--- src/rtl/pipe_adder_pkg.sv ---
// Shared definitions for the pipelined-adder scheduler: pipeline geometry,
// scheduler states and the requester-ID width helper.
package pipe_adder_pkg;

    localparam int PIPE_DEPTH = 4;
    localparam int SLICE_W    = 8;

    typedef enum logic {
        RUN   = 1'b0,
        FLUSH = 1'b1
    } state_e;

    function automatic int id_width(input int n);
        return (n > 2) ? $clog2(n) : 1;
    endfunction

endpackage

--- src/rtl/pipe_adder_ctrl_rr_arbiter.sv ---
// Round-robin arbiter: searches from the requester after the last winner and
// grants the first active request.
module rr_arbiter #(
    parameter int N_REQ = 4,
    parameter int IDW   = 2
) (
    input  logic [N_REQ-1:0] req,
    input  logic [IDW-1:0]   ptr,
    output logic [N_REQ-1:0] grant,
    output logic [IDW-1:0]   winner,
    output logic             any
);
    logic [IDW-1:0] cand;

    always_comb begin
        grant  = '0;
        winner = '0;
        any    = 1'b0;
        cand   = '0;
        for (int k = 1; k <= N_REQ; k++) begin
            cand = IDW'((int'(ptr) + k) % N_REQ);
            if (!any && req[cand]) begin
                grant[cand] = 1'b1;
                winner      = cand;
                any         = 1'b1;
            end
        end
    end

endmodule

--- src/rtl/sync_fifo.sv ---
// Generic synchronous FIFO with a synchronous clear. A write is accepted while
// full when a read happens in the same cycle.
module sync_fifo #(
    parameter int WIDTH = 8,
    parameter int DEPTH = 4
) (
    input  logic             clk,
    input  logic             rst,
    input  logic             clr,
    input  logic             wr_en,
    input  logic [WIDTH-1:0] wr_data,
    input  logic             rd_en,
    output logic [WIDTH-1:0] rd_data,
    output logic             empty,
    output logic             full
);
    localparam int AW = (DEPTH > 1) ? $clog2(DEPTH) : 1;
    localparam int CW = $clog2(DEPTH + 1);

    logic [WIDTH-1:0] mem_q [DEPTH];
    logic [AW-1:0]    wr_ptr_q, wr_ptr_d;
    logic [AW-1:0]    rd_ptr_q, rd_ptr_d;
    logic [CW-1:0]    count_q, count_d;
    logic             do_wr, do_rd;

    assign empty   = (count_q == '0);
    assign full    = (count_q == CW'(DEPTH));
    assign do_rd   = rd_en && !empty;
    assign do_wr   = wr_en && (!full || do_rd);
    assign rd_data = mem_q[rd_ptr_q];

    always_comb begin
        wr_ptr_d = wr_ptr_q;
        rd_ptr_d = rd_ptr_q;
        count_d  = count_q;
        if (clr) begin
            wr_ptr_d = '0;
            rd_ptr_d = '0;
            count_d  = '0;
        end else begin
            if (do_wr) begin
                wr_ptr_d = (wr_ptr_q == AW'(DEPTH - 1)) ? '0 : wr_ptr_q + 1'b1;
            end
            if (do_rd) begin
                rd_ptr_d = (rd_ptr_q == AW'(DEPTH - 1)) ? '0 : rd_ptr_q + 1'b1;
            end
            if (do_wr && !do_rd) begin
                count_d = count_q + 1'b1;
            end else if (!do_wr && do_rd) begin
                count_d = count_q - 1'b1;
            end
        end
    end

    always_ff @(posedge clk or negedge rst) begin
        if (!rst) begin
            wr_ptr_q <= '0;
            rd_ptr_q <= '0;
            count_q  <= '0;
        end else begin
            wr_ptr_q <= wr_ptr_d;
            rd_ptr_q <= rd_ptr_d;
            count_q  <= count_d;
        end
    end

    always_ff @(posedge clk) begin
        if (do_wr) begin
            mem_q[wr_ptr_q] <= wr_data;
        end
    end

endmodule

--- src/rtl/pipe_adder_ctrl.sv ---
// Shares one 4-stage pipelined adder among N_REQ requesters with round-robin,
// credit-gated issue, in-order tagged result buffering and a flush path.
module pipe_adder_ctrl
    import pipe_adder_pkg::*;
#(
    parameter int N_REQ     = 4,
    parameter int WIDTH     = 32,
    parameter int RSP_DEPTH = 8
) (
    input  logic                      clk,
    input  logic                      rst,
    input  logic [N_REQ-1:0]          req_valid,
    output logic [N_REQ-1:0]          req_ready,
    input  logic [N_REQ*WIDTH-1:0]    req_a,
    input  logic [N_REQ*WIDTH-1:0]    req_b,
    input  logic [N_REQ-1:0]          req_cin,
    output logic                      rsp_valid,
    input  logic                      rsp_ready,
    output logic [id_width(N_REQ)-1:0] rsp_id,
    output logic [WIDTH-1:0]          rsp_sum,
    output logic                      rsp_cout,
    input  logic                      flush,
    output logic                      busy,
    output logic                      adder_valid_in,
    output logic                      adder_cin,
    output logic [WIDTH-1:0]          adder_a,
    output logic [WIDTH-1:0]          adder_b,
    output logic                      adder_out_allow,
    output logic [3:0]                adder_pause,
    output logic [3:0]                adder_refresh,
    input  logic                      adder_valid_out,
    input  logic                      adder_cout,
    input  logic [WIDTH-1:0]          adder_sum
);
    localparam int IDW = id_width(N_REQ);
    localparam int CW  = $clog2(RSP_DEPTH + 1);
    localparam int RW  = IDW + 1 + WIDTH;

    state_e         state_q, state_d;
    logic [3:0]     refresh_q, refresh_d;
    logic           armed_q, armed_d;
    logic [IDW-1:0] ptr_q, ptr_d;
    logic [CW-1:0]  inflight_q, inflight_d;
    logic [CW-1:0]  rsp_count_q, rsp_count_d;

    logic [N_REQ-1:0] grant;
    logic [IDW-1:0]   winner;
    logic             grant_any;
    logic [CW:0]      outstanding;
    logic             flushing, credit_ok, can_issue, issue, retire, rsp_pop;
    logic [IDW-1:0]   tag_head;
    logic             tag_empty, tag_full;
    logic [RW-1:0]    res_head;
    logic             res_empty, res_full;

    rr_arbiter #(.N_REQ(N_REQ), .IDW(IDW)) u_arb (
        .req    (req_valid),
        .ptr    (ptr_q),
        .grant  (grant),
        .winner (winner),
        .any    (grant_any)
    );

    // Reserving a result slot per issued op is what lets the adder run without stalls.
    assign flushing    = (state_q == FLUSH);
    assign outstanding = {1'b0, inflight_q} + {1'b0, rsp_count_q};
    assign credit_ok   = outstanding < (CW + 1)'(RSP_DEPTH);
    assign can_issue   = armed_q && !flushing && !flush && credit_ok;
    assign issue       = can_issue && grant_any;
    assign retire      = adder_valid_out && !flushing && !flush;
    assign rsp_valid   = !res_empty && !flushing;
    assign rsp_pop     = rsp_valid && rsp_ready;

    assign req_ready       = can_issue ? grant : '0;
    assign adder_valid_in  = issue;
    assign adder_a         = req_a[int'(winner)*WIDTH +: WIDTH];
    assign adder_b         = req_b[int'(winner)*WIDTH +: WIDTH];
    assign adder_cin       = req_cin[winner];
    assign adder_out_allow = 1'b1;
    assign adder_pause     = '0;
    assign adder_refresh   = refresh_q;

    assign rsp_id   = res_head[RW-1 -: IDW];
    assign rsp_cout = res_head[WIDTH];
    assign rsp_sum  = res_head[WIDTH-1:0];
    assign busy     = (inflight_q != '0) || (rsp_count_q != '0) || flushing;

    sync_fifo #(.WIDTH(IDW), .DEPTH(PIPE_DEPTH)) u_tag_fifo (
        .clk     (clk),
        .rst     (rst),
        .clr     (flushing),
        .wr_en   (issue),
        .wr_data (winner),
        .rd_en   (retire),
        .rd_data (tag_head),
        .empty   (tag_empty),
        .full    (tag_full)
    );

    sync_fifo #(.WIDTH(RW), .DEPTH(RSP_DEPTH)) u_res_fifo (
        .clk     (clk),
        .rst     (rst),
        .clr     (flushing),
        .wr_en   (retire),
        .wr_data ({tag_head, adder_cout, adder_sum}),
        .rd_en   (rsp_pop),
        .rd_data (res_head),
        .empty   (res_empty),
        .full    (res_full)
    );

    // Grants stay off until the first edge after reset release.
    always_comb begin
        state_d     = flush ? FLUSH : RUN;
        refresh_d   = flush ? 4'hF : 4'h0;
        armed_d     = 1'b1;
        ptr_d       = issue ? winner : ptr_q;
        inflight_d  = inflight_q;
        rsp_count_d = rsp_count_q;
        if (flushing) begin
            inflight_d  = '0;
            rsp_count_d = '0;
        end else begin
            if (issue && !retire) begin
                inflight_d = inflight_q + 1'b1;
            end else if (!issue && retire) begin
                inflight_d = inflight_q - 1'b1;
            end
            if (retire && !rsp_pop) begin
                rsp_count_d = rsp_count_q + 1'b1;
            end else if (!retire && rsp_pop) begin
                rsp_count_d = rsp_count_q - 1'b1;
            end
        end
    end

    always_ff @(posedge clk or negedge rst) begin
        if (!rst) begin
            state_q     <= RUN;
            refresh_q   <= 4'h0;
            armed_q     <= 1'b0;
            ptr_q       <= IDW'(N_REQ - 1);
            inflight_q  <= '0;
            rsp_count_q <= '0;
        end else begin
            state_q     <= state_d;
            refresh_q   <= refresh_d;
            armed_q     <= armed_d;
            ptr_q       <= ptr_d;
            inflight_q  <= inflight_d;
            rsp_count_q <= rsp_count_d;
        end
    end

    a_tag_underflow: assert property (@(posedge clk) disable iff (!rst) retire |-> !tag_empty);
    a_tag_overflow:  assert property (@(posedge clk) disable iff (!rst) issue |-> (!tag_full || retire));
    a_res_overflow:  assert property (@(posedge clk) disable iff (!rst) retire |-> !res_full);

endmodule

--- config.mk ---
export PLATFORM = sky130hd
export DESIGN_NAME = pipe_adder_ctrl
export DESIGN_NICKNAME = d
export VERILOG_FILES = /design/src/rtl/pipe_adder_pkg.sv /design/src/rtl/pipe_adder_ctrl_rr_arbiter.sv /design/src/rtl/sync_fifo.sv /design/src/rtl/pipe_adder_ctrl.sv
export SDC_FILE = /design/constraint.sdc
export NUM_CORES = 1
export LEC_CHECK = 0
export CORE_MARGIN = 1.5
export CORE_UTILIZATION = 49
export CTS_CLUSTER_DIAMETER = 100
export CTS_CLUSTER_SIZE = 25
export DETAILED_ROUTE_END_ITERATION = 7
export PLACE_DENSITY = 0.91
export SYNTH_ARGS = -nofsm -noshare
export SYNTH_HDL_FRONTEND = slang
export SYNTH_HIERARCHICAL = 1
export SYNTH_SLANG_ARGS = --single-unit
--- constraint.sdc ---
create_clock -name clk -period 6.7 [get_ports clk]
set_clock_uncertainty 0.15 [all_clocks]
set_input_delay 1.34 -clock clk [delete_from_list [all_inputs] [get_ports clk]]
set_output_delay 1.34 -clock clk [all_outputs]
set_load 0.03 [all_outputs]
=== After elaboration in Yosys (flattened, before gate mapping) ===
Memories as Yosys holds them, arrays and structs flattened.
Index checks and enable logic that the tools add are counted.

* $lt $le $gt $ge: 10
* Eq/ne operators: 6
* Bitwise logic cells: 3
* Add/sub/neg operators: 17
* Shift-type cells: 2
* Muxes and demuxes: 61
* Reduce and logical (&&, ||, !) cells: 59

{| class="wikitable"
|+ Operators with widths
! operator !! count
|-
| 128-bit by 8-bit variable part select with 32-bit output || 2
|-
| 4-bit 2-to-1 mux || 15
|-
| 1-bit logical AND || 27
|-
| 3-bit 2-to-1 mux || 9
|-
| 2-bit 2-to-1 mux || 10
|-
| 1-bit 2-to-1 mux || 18
|-
| 1-bit logical NOT || 16
|-
| 2-bit by 3-bit less-than comparator with 1-bit output, second input constant || 5
|-
| 4-bit by 1-bit adder with 4-bit output, second input constant || 3
|-
| 4-bit bitwise OR || 3
|-
| 3-bit nonzero test || 4
|-
| 4-bit by 1-bit subtractor with 4-bit output, second input constant || 3
|-
| 1-bit binary-select mux with 2-bit select || 5
|-
| 3-bit by 1-bit adder with 3-bit output, second input constant || 3
|-
| 3-bit equality test, second input constant || 3
|-
| 2-bit by 1-bit adder with 2-bit output, second input constant || 4
|-
| 1-bit demux with 2-bit select || 4
|-
| 2-bit by 1-bit greater-or-equal comparator with 1-bit output, second input constant || 4
|-
| 2-bit nonzero test || 4
|-
| 4-bit nonzero test || 2
|-
| 4-bit by 4-bit adder with 5-bit output || 1
|-
| 5-bit by 4-bit less-than comparator with 1-bit output, second input constant || 1
|-
| 2-bit adder, second input constant || 2
|-
| 2-bit equality test, second input constant || 2
|-
| other kinds (5) || 8
|}

* Bits in writable memories: 288
* Word-level logic and storage cells: 172
* Memories kept: 2
* Bits of input ports: 302
* Register bits after elaboration: 33

{| class="wikitable"
|+ Memories
! name !! depth !! width !! rd ports !! clocked after Yosys merged registers in !! write ports !! RTL line !! text
|-
| u_res_fifo.mem_q || 8 || 35 || 1 || 0 || 1 || sync_fifo.sv:20 || <nowiki>logic [WIDTH-1:0] mem_q [DEPTH];</nowiki>
|-
| u_tag_fifo.mem_q || 4 || 2 || 1 || 0 || 1 || sync_fifo.sv:20 ||
|}

=== Logic depth before layout (Yosys ltp) ===
Gate-level depths: netlist (run 1).

* Word-level depth: 20
* Mapped depth: 12

=== By module ===
The synthesis (run 1) kept the hierarchy.

{| class="wikitable"
|+ By module, submodules not included
! module !! seq. area each (um2) !! area an instance (um2) !! times used !! cells an instance
|-
| sync_fifo (u_res_fifo) || 8658.3 || 11484.8 || 1 || 489
|-
| pipe_adder_ctrl || 302.8 || 2497.4 || 1 || 178
|-
| sync_fifo (u_tag_fifo) || 415.4 || 855.8 || 1 || 70
|-
| rr_arbiter || 0.0 || 629.4 || 1 || 86
|}

=== Least setup slack after synthesis (run 1) ===
OpenSTA, ideal clock, no wires.

* Path kind: input-to-reg
* Start point: in flush
* End point: mem u_res_fifo/mem_q[0][0] (netlist name) (enable)
* Required time: 6.035 ns
* Slack: 0.115 ns
* Path buffers: 2
* Cell stages on the path: 6
* Arrival: 5.921 ns
* Library setup time: 0.515 ns
* Cells stage by stage: or3b_2 > clkbuf_2 > inv_1 > buf_2 > o21ai_4 > nor4_1

* Longest elaborated chain between the ends: 5

{| class="wikitable"
|+ Ends and longest elaborated chain
! element !! RTL line !! text
|-
| from (decl) || pipe_adder_ctrl.sv:22 || <nowiki>input logic flush,</nowiki>
|-
| 1-bit logical NOT || pipe_adder_ctrl.sv:70 || <nowiki>assign retire = adder_valid_out && !flushing && !flush;</nowiki>
|-
| 1-bit logical AND || pipe_adder_ctrl.sv:70 ||
|-
| via retire || pipe_adder_ctrl.sv:50 || <nowiki>logic flushing, credit_ok, can_issue, issue, retire, rsp_pop;</nowiki>
|-
| 1-bit logical AND || sync_fifo.sv:29 || <nowiki>assign do_wr = wr_en && (!full || do_rd);</nowiki>
|-
| 1-bit 2-to-1 mux || sync_fifo.sv:68 || <nowiki>if (do_wr) begin</nowiki>
|-
| 1-bit 2-to-1 mux (not written as such) || sync_fifo.sv:69 || <nowiki>mem_q[wr_ptr_q] <= wr_data;</nowiki>
|-
| to (decl) || sync_fifo.sv:20 ||
|}

The timed path passes the listed nets, and every way through them passes these cells.

=== Worst setup path after layout (run 1) ===
* Start point: reg ptr_q[0]
* End point: out adder_a[31]

* Longest elaborated chain between the ends: 14
* Elaborated cells on any way between the ends: 26

{| class="wikitable"
|+ Ends and longest elaborated chain
! element !! RTL line !! text
|-
| from (decl) || pipe_adder_ctrl.sv:42 || <nowiki>logic [IDW-1:0] ptr_q, ptr_d;</nowiki>
|-
| from (signal assigned) || pipe_adder_ctrl.sv:142 || <nowiki>ptr_q <= IDW'(N_REQ - 1);</nowiki>
|-
| from (signal assigned) || pipe_adder_ctrl.sv:149 || <nowiki>ptr_q <= ptr_d;</nowiki>
|-
| 2-bit by 1-bit adder with 2-bit output || pipe_adder_ctrl_rr_arbiter.sv:21 || <nowiki>cand = IDW'((int'(ptr) + k) % N_REQ);</nowiki>
|-
| 1-bit binary-select mux with 2-bit select || pipe_adder_ctrl_rr_arbiter.sv:22 || <nowiki>if (!any && req[cand]) begin</nowiki>
|-
| 1-bit 2-to-1 mux (not written as such) || pipe_adder_ctrl_rr_arbiter.sv:22 ||
|-
| 1-bit 2-to-1 mux || pipe_adder_ctrl_rr_arbiter.sv:22 ||
|-
| 1-bit logical NOT || pipe_adder_ctrl_rr_arbiter.sv:22 ||
|-
| 1-bit logical AND || pipe_adder_ctrl_rr_arbiter.sv:22 ||
|-
| 1-bit 2-to-1 mux || pipe_adder_ctrl_rr_arbiter.sv:22 ||
|-
| 1-bit logical NOT || pipe_adder_ctrl_rr_arbiter.sv:22 ||
|-
| 1-bit logical AND || pipe_adder_ctrl_rr_arbiter.sv:22 ||
|-
| 1-bit 2-to-1 mux || pipe_adder_ctrl_rr_arbiter.sv:22 ||
|-
| 1-bit logical NOT || pipe_adder_ctrl_rr_arbiter.sv:22 ||
|-
| 1-bit logical AND || pipe_adder_ctrl_rr_arbiter.sv:22 ||
|-
| 2-bit 2-to-1 mux * || pipe_adder_ctrl_rr_arbiter.sv:22 ||
|-
| via winner[0] || pipe_adder_ctrl.sv:47 || <nowiki>logic [IDW-1:0] winner;</nowiki>
|-
| 128-bit by 8-bit variable part select with 32-bit output * || pipe_adder_ctrl.sv:76 || <nowiki>assign adder_a = req_a[int'(winner)*WIDTH +: WIDTH];</nowiki>
|-
| to (decl) || pipe_adder_ctrl.sv:26 || <nowiki>output logic [WIDTH-1:0] adder_a,</nowiki>
|}

Mark *: on every way through the listed nets, which the timed path passes. The rest lies on a longest branch. The select of a mux whose other input is x is not followed.

==> impl_metrics.json, run 1 <==
{
  "status": "completed",
  "p_per_area_nw_per_um2": 328,
  "switching_share_pct": 36.8,
  "clock_tree.root_cell": "clkbuf_16",
  "detail_route.iter0.violations": 1083,
  "tightest_slew_ns": 1.24,
  "numPortBuffers": 412,
  "cts.reportedPaths.clkPinSlew_ns": 0.10,
  "timing.critical_path.to_type": "primary output",
  "dp_hpwl_um": 41700,
  "grt_pass1_wl_um": 75800,
  "first_global_vias": 10224,
  "final_min_period_over_clock_period_pct": 94.1,
  "post_cts_repair_setup_buffers": 0,
  "dieArea_um2": 32600,
  "relSlewSlack_pct": 17.0,
  "routed_wire_length_per_instance_um": 33.5,
  "cp_data_required_time_ns": 5.21,
  "clock_tree.htree_level_count": 1,
  "p_comb_share_pct": 50.1,
  "totalPowerFinal_mw": 6.75,
  "layout_fillers": 1979,
  "maximum_number_of_pins_on_one_net_before_global_route_repair": 68,
  "coreArea_um2": 30800,
  "start_util_pct": 50.1,
  "synth.avg_cell_area_um2": 18.8,
  "timing.max_cap.violations": 0,
  "top_level_ports": 418,
  "grt.busiest_layer": "met2",
  "number_of_buffers_created_by_cts": 16,
  "chipHeight_um": 181,
  "timing.final.setup_violations": 0,
  "die_width_um": 181,
  "final_layout_size_suffix_gt1_share_pct": 17.4,
  "timing.rr.start": "u_res_fifo/count_q[0]",
  "tritonroute_pass_1_iters": 6,
  "num_vias": 10328,
  "synthesis.yosys.warnings": 6,
  "globalRouteMet2Util_pct": 53.9,
  "worst_setup_path_start_kind": "register",
  "arrival_ns": 4.81,
  "post_synth_instance_area_um2": 15500,
  "final_antenna_net_count": 0,
  "max_slew_violation_total_from_the_final_report": 0,
  "critPathMaxFanout": 22,
  "post_cts_hold_buffer_count": 0,
  "groute.layer.met3.usage_pct": 10.4,
  "grt_antenna_before_repair": 24,
  "ir_drop_v": 0.000470,
  "timing.setup.tns_ns": 0,
  "holdWs_ns": 0.450,
  "internal_pwr_total_mw": 4.27,
  "power.sequential.fraction_pct": 34.5,
  "timing_hold_violations_final": 0,
  "drc": 0,
  "crit_start": "ptr_q[0]",
  "design.final.nets": 1550,
  "p_sw_mw": 2.48,
  "cts_tree": "done",
  "globalRouteTotalUtil_pct": 33.5,
  "syn2layout_area_growth_pct": 33.3,
  "synth_cells": 820,
  "gr-usage-met1_pct": 43.1,
  "fmax_mhz": 159,
  "ctsLongestPathBuffers": 3,
  "placed_cells_incl_taps": 1596,
  "fp-row-count": 64,
  "holdCritStartpoint": "inflight_q[0]",
  "detail_route.vias_per_cell": 6.31,
  "finalWeightedCongestion": 1.27,
  "grt_overflow": 0,
  "worstSetupPathType": "reg2out",
  "power.leakage_nw": 6.98,
  "worst_skew_pair_latency_ns": 0.50,
  "pwr-share-clk_pct": 15.4,
  "fin_cells": 1637,
  "min_path_type": "reg2reg",
  "numClockSinks": 317,
  "timing.final.crit_period_ns": 6.30,
  "grt_setup_unrepaired": "no",
  "route.final.wire_length_um": 54800,
  "cts_resized": 0
}
## through the flow
stage               setup WS, ns  cell area [um^2]  util, %
floorplan                  0.115             15500        -
global placement           0.551             20100     65.2
detailed placement         0.501             20100     65.2
CTS                        0.450             20600     66.7
global route               0.212             20600     66.8
finish                     0.397             20600     66.8
## cells in the final DEF, fill, tap and decap left out, drive strengths merged, types with 7 or more instances in the layout
cell and count:
clkdlybuf4s50 388, edfxtp 288, mux4 139, buf 47, mux2 42, nor2 32, dfrtp 27, ha 26
inv 21, clkbuf 21, diode 18, nand2 17, a21oi 15, mux2i 14, nand2b 12, or3 9
and2 8, xnor2 8, o21ai 8, nor3 8, a31oi 7, a211oi 7
## path summary, 6_finish.rpt
check                      slack (ns)  cells after the start                      end
setup reg to reg                 2.95                      8  u_res_fifo/mem_q[3][12]
max in group asynchronous        5.01                      2                 ptr_q[1]
setup / recovery                 0.40                      9              adder_a[31]
hold / removal                   0.45                      1            inflight_q[0]
hold reg to reg                  0.45                      1            inflight_q[0]
min in group asynchronous        1.07                      2    u_res_fifo/count_q[0]
## worst max-delay path, cell delays in order (launching register included)
cell	delay, ns
dfstp_2	0.86
inv_1	0.20
ha_1	0.57
inv_1	0.24
a311o_1	0.36
a221oi_4	0.43
buf_12	0.27
buf_12	0.20
mux4_2	0.52
clkdlybuf4s50_1	0.62
## power groups by stage
| stage | Combinational (mW) | Sequential [mW] | Clock [mW] |
|---|---|---|---|
| 2_1_floorplan | 1.99 | 2.32 | 0 |
| 3_3_place_gp | 3.32 | 2.37 | 0 |
| 3_5_place_dp | 3.35 | 2.37 | 0 |
| 4_1_cts | 3.38 | 2.33 | 1.06 |
| 5_1_grt | 3.53 | 2.34 | 1.12 |
| 6_report | 3.38 | 2.33 | 1.04 |
## registers in the layout, summed over array words and instances (netlist names)
signal,cells
ptr_q,2
u_tag_fifo/wr_ptr_q,2
u_tag_fifo/count_q,3
armed_q,1
u_tag_fifo/mem_q,8
u_res_fifo/rd_ptr_q,3
u_res_fifo/wr_ptr_q,3
u_res_fifo/count_q,4
inflight_q,4
rsp_count_q,4
u_res_fifo/mem_q,280
adder_refresh,1
u_tag_fifo/rd_ptr_q,2
## per-layer routing
metal	vias to the layer above	wire (um)
met5	-	104
met4	16	2000
met3	109	5990
met2	687	26700
met1	5287	20000
li1	4229	-
## final cells by class
class                   instances  area, um^2  share of cell area, %
inverters                      21        78.8                  0.383
repair buffers                435        4410                   21.4
diodes                         18        45.0                  0.219
multi-input cells             427        5740                   27.9
clock inverters                 2        12.5                 0.0607
well taps                     396         495                   2.40
clock buffers                  21         440                   2.14
flip-flops and latches        317        9380                   45.5
No activity file was read; power rests on OpenSTA's default activity.
==> inputs of run 2 (changes only) <==
- CTS_CLUSTER_DIAMETER: 100 -> 40
- SKIP_CTS_REPAIR_TIMING: default -> 1
==> run 2 against run 1 <==
Effect of this change: register-to-register slack hardly changed; global-route usage is 1.0 points higher; total power is 15% higher; clock power is 99% higher; sequential share of layout area is 1.8 points lower; critical path depth is 1 higher; wire length is 3.1% higher; worst hold slack worse by 0.0084 ns; via count is 3.6% higher; final area is 4.2% higher; flip-flop and latch count stayed put.
==> impl_metrics.json, run 2 (synthesis results as in run 1) <==
{
  "dieArea_um2": 32600,
  "timing.critical_path.to_type": "primary output",
  "final_min_period_over_clock_period_pct": 93.8,
  "cts_tree": "done",
  "dp_hpwl_um": 41700,
  "arrival_ns": 4.79,
  "fin_cells": 1681,
  "fp-row-count": 64,
  "maximum_number_of_pins_on_one_net_before_global_route_repair": 68,
  "timing_hold_violations_final": 0,
  "worst_setup_path_start_kind": "register",
  "p_per_area_nw_per_um2": 363,
  "grt_antenna_before_repair": 31,
  "max_slew_violation_total_from_the_final_report": 0,
  "clock_tree.htree_level_count": 2,
  "fin_ws_ns": 0.418,
  "ctsLongestPathBuffers": 3,
  "start_util_pct": 50.1,
  "final_common_cell": "clkdlybuf4s50_1",
  "first_global_vias": 10552,
  "top_level_ports": 418,
  "route.final.wire_length_um": 56500,
  "max_flop_register": "u_res_fifo/mem_q",
  "placement.cell_area_um2": 20100,
  "reg.largest.list": "u_res_fifo/mem_q x280, u_tag_fifo/mem_q x8",
  "cp_cell_sequence": "inv_1, ha_1, a21oi_1, a211oi_1, a311o_1, a221oi_4, buf_12, buf_12, mux4_2, clkdlybuf4s50_1",
  "final_design_area_no_fill_um2": 21500,
  "detail_route.vias_per_cell": 6.36,
  "tightest_slew_ns": 1.28,
  "grt_overflow": 0,
  "place_ws_ns": 0.501,
  "clock_tree.root_cell": "clkbuf_16",
  "final_layout_size_suffix_gt1_share_pct": 20.4,
  "layout_common_cells": "clkdlybuf4s50_1 (388), edfxtp_1 (288), mux4_2 (79)",
  "fmax_mhz": 159,
  "timing.critical_path.max_delay_family": "buffers and inverters",
  "power.leakage_nw": 7.40,
  "chipHeight_um": 181,
  "relSlewSlack_pct": 14.5,
  "design.final.nets": 1570,
  "slowest_delay_ns": 0.85,
  "grt_setup_unrepaired": "no",
  "timing.final.setup_violations": 0,
  "timing.max_cap.violations": 0,
  "timing.final.crit_period_ns": 6.28,
  "syn2layout_area_growth_pct": 38.9,
  "final_antenna_net_count": 0,
  "num_vias": 10699,
  "critical_path.slowest_cell": "dfstp_2",
  "final_core_util_pct": 69.6,
  "min_path_type": "reg2reg",
  "numPortBuffers": 412,
  "ir_drop_v": 0.000514,
  "worst_skew_pair_latency_ns": 0.51,
  "tritonroute_pass_1_iters": 7,
  "grt_pass1_wl_um": 78000,
  "number_of_buffers_created_by_cts": 36,
  "numClockSinks": 317,
  "timing.setup.tns_ns": 0,
  "placed_cells_incl_taps": 1596,
  "critPathMostFrequentCell": "buf_12",
  "routed_wire_length_per_instance_um": 33.6,
  "cts.reportedPaths.clkPinSlew_ns": 0.06,
  "cp_data_required_time_ns": 5.21,
  "critPathMaxFanout": 22,
  "critical_path.n_buffers_inverters": 4,
  "worstSetupPathType": "reg2out",
  "status": "completed",
  "coreArea_um2": 30800,
  "largest_reg_flops": 280,
  "finalWeightedCongestion": 1.27,
  "globalRouteTotalUtil_pct": 34.5,
  "detail_route.iter0.violations": 1121,
  "drc": 0,
  "die_width_um": 181
}
run 2: changes by cell type in the layout (fill, tap and decap cells not counted):
cell / change
diode_2: +2
clkinv_4: +4
clkinvlp_2: -1
bufinv_16: +2
inv_6: +5
clkbuf_16: +21
inv_12: +1
clkinv_8: +8
clkbuf_1: -3
inv_8: +5
run 2: path summary, 6_finish.rpt:
check / start / to / slack, ns / depth (start not counted)
max: ptr_q[0] / adder_b[14] / 0.42 / 10
max in group asynchronous: rst / ptr_q[1] / 5.00 / 2
min reg2reg: u_tag_fifo/wr_ptr_q[1] / u_tag_fifo/wr_ptr_q[1] / 0.44 / 2
min: u_tag_fifo/wr_ptr_q[1] / u_tag_fifo/wr_ptr_q[1] / 0.44 / 2
min in group asynchronous: rst / u_res_fifo/count_q[1] / 1.07 / 2
max reg2reg: u_res_fifo/count_q[1] / u_res_fifo/mem_q[3][22] / 2.94 / 8
run 2: metal layers:
layer  track usage [%]  share of wire (%)
met1              43.3                 36
met2              56.1                 49
met3              11.9                 11
met4              11.7                3.6
met5                 0               0.22
run 2: cell type report:
class | count | area (um^2)
Sequential cell | 317 | 9380
Fill cell | 1884 | 9370
Multi-Input combinational cell | 427 | 5740
Antenna cell | 20 | 50.0
Clock buffer | 39 | 955
Inverter | 21 | 78.8
Tap cell | 396 | 495
Clock inverter | 26 | 349
Timing Repair Buffer | 435 | 4410
run 2: worst min-delay path, delay by kind of cell (launching register included):
family / cells / cell delay, ns
DFF: 1 / 0.41
and+or+nand+nor: 1 / 0.08
muxes: 1 / 0.06
run 2: report_power, final:
group / internal, mW / switching, mW / total [mW] / leakage [nW]
Clock: 1.18 / 0.895 / 2.07 / 0.630
Combinational: 1.57 / 1.82 / 3.39 / 3.79
Sequential: 2.23 / 0.104 / 2.33 / 2.98
Total: 4.98 / 2.82 / 7.80 / 7.40
run 2: metrics by stage:
stage | hold WS, ns | total power, mW
final | 0.442 | 7.80
after detailed placement | 0.425 | 5.72
after global routing | 0.471 | 8.04
after global placement | 0.405 | 5.69
after floorplan | 0.359 | 4.31
after CTS | 0.440 | 7.81
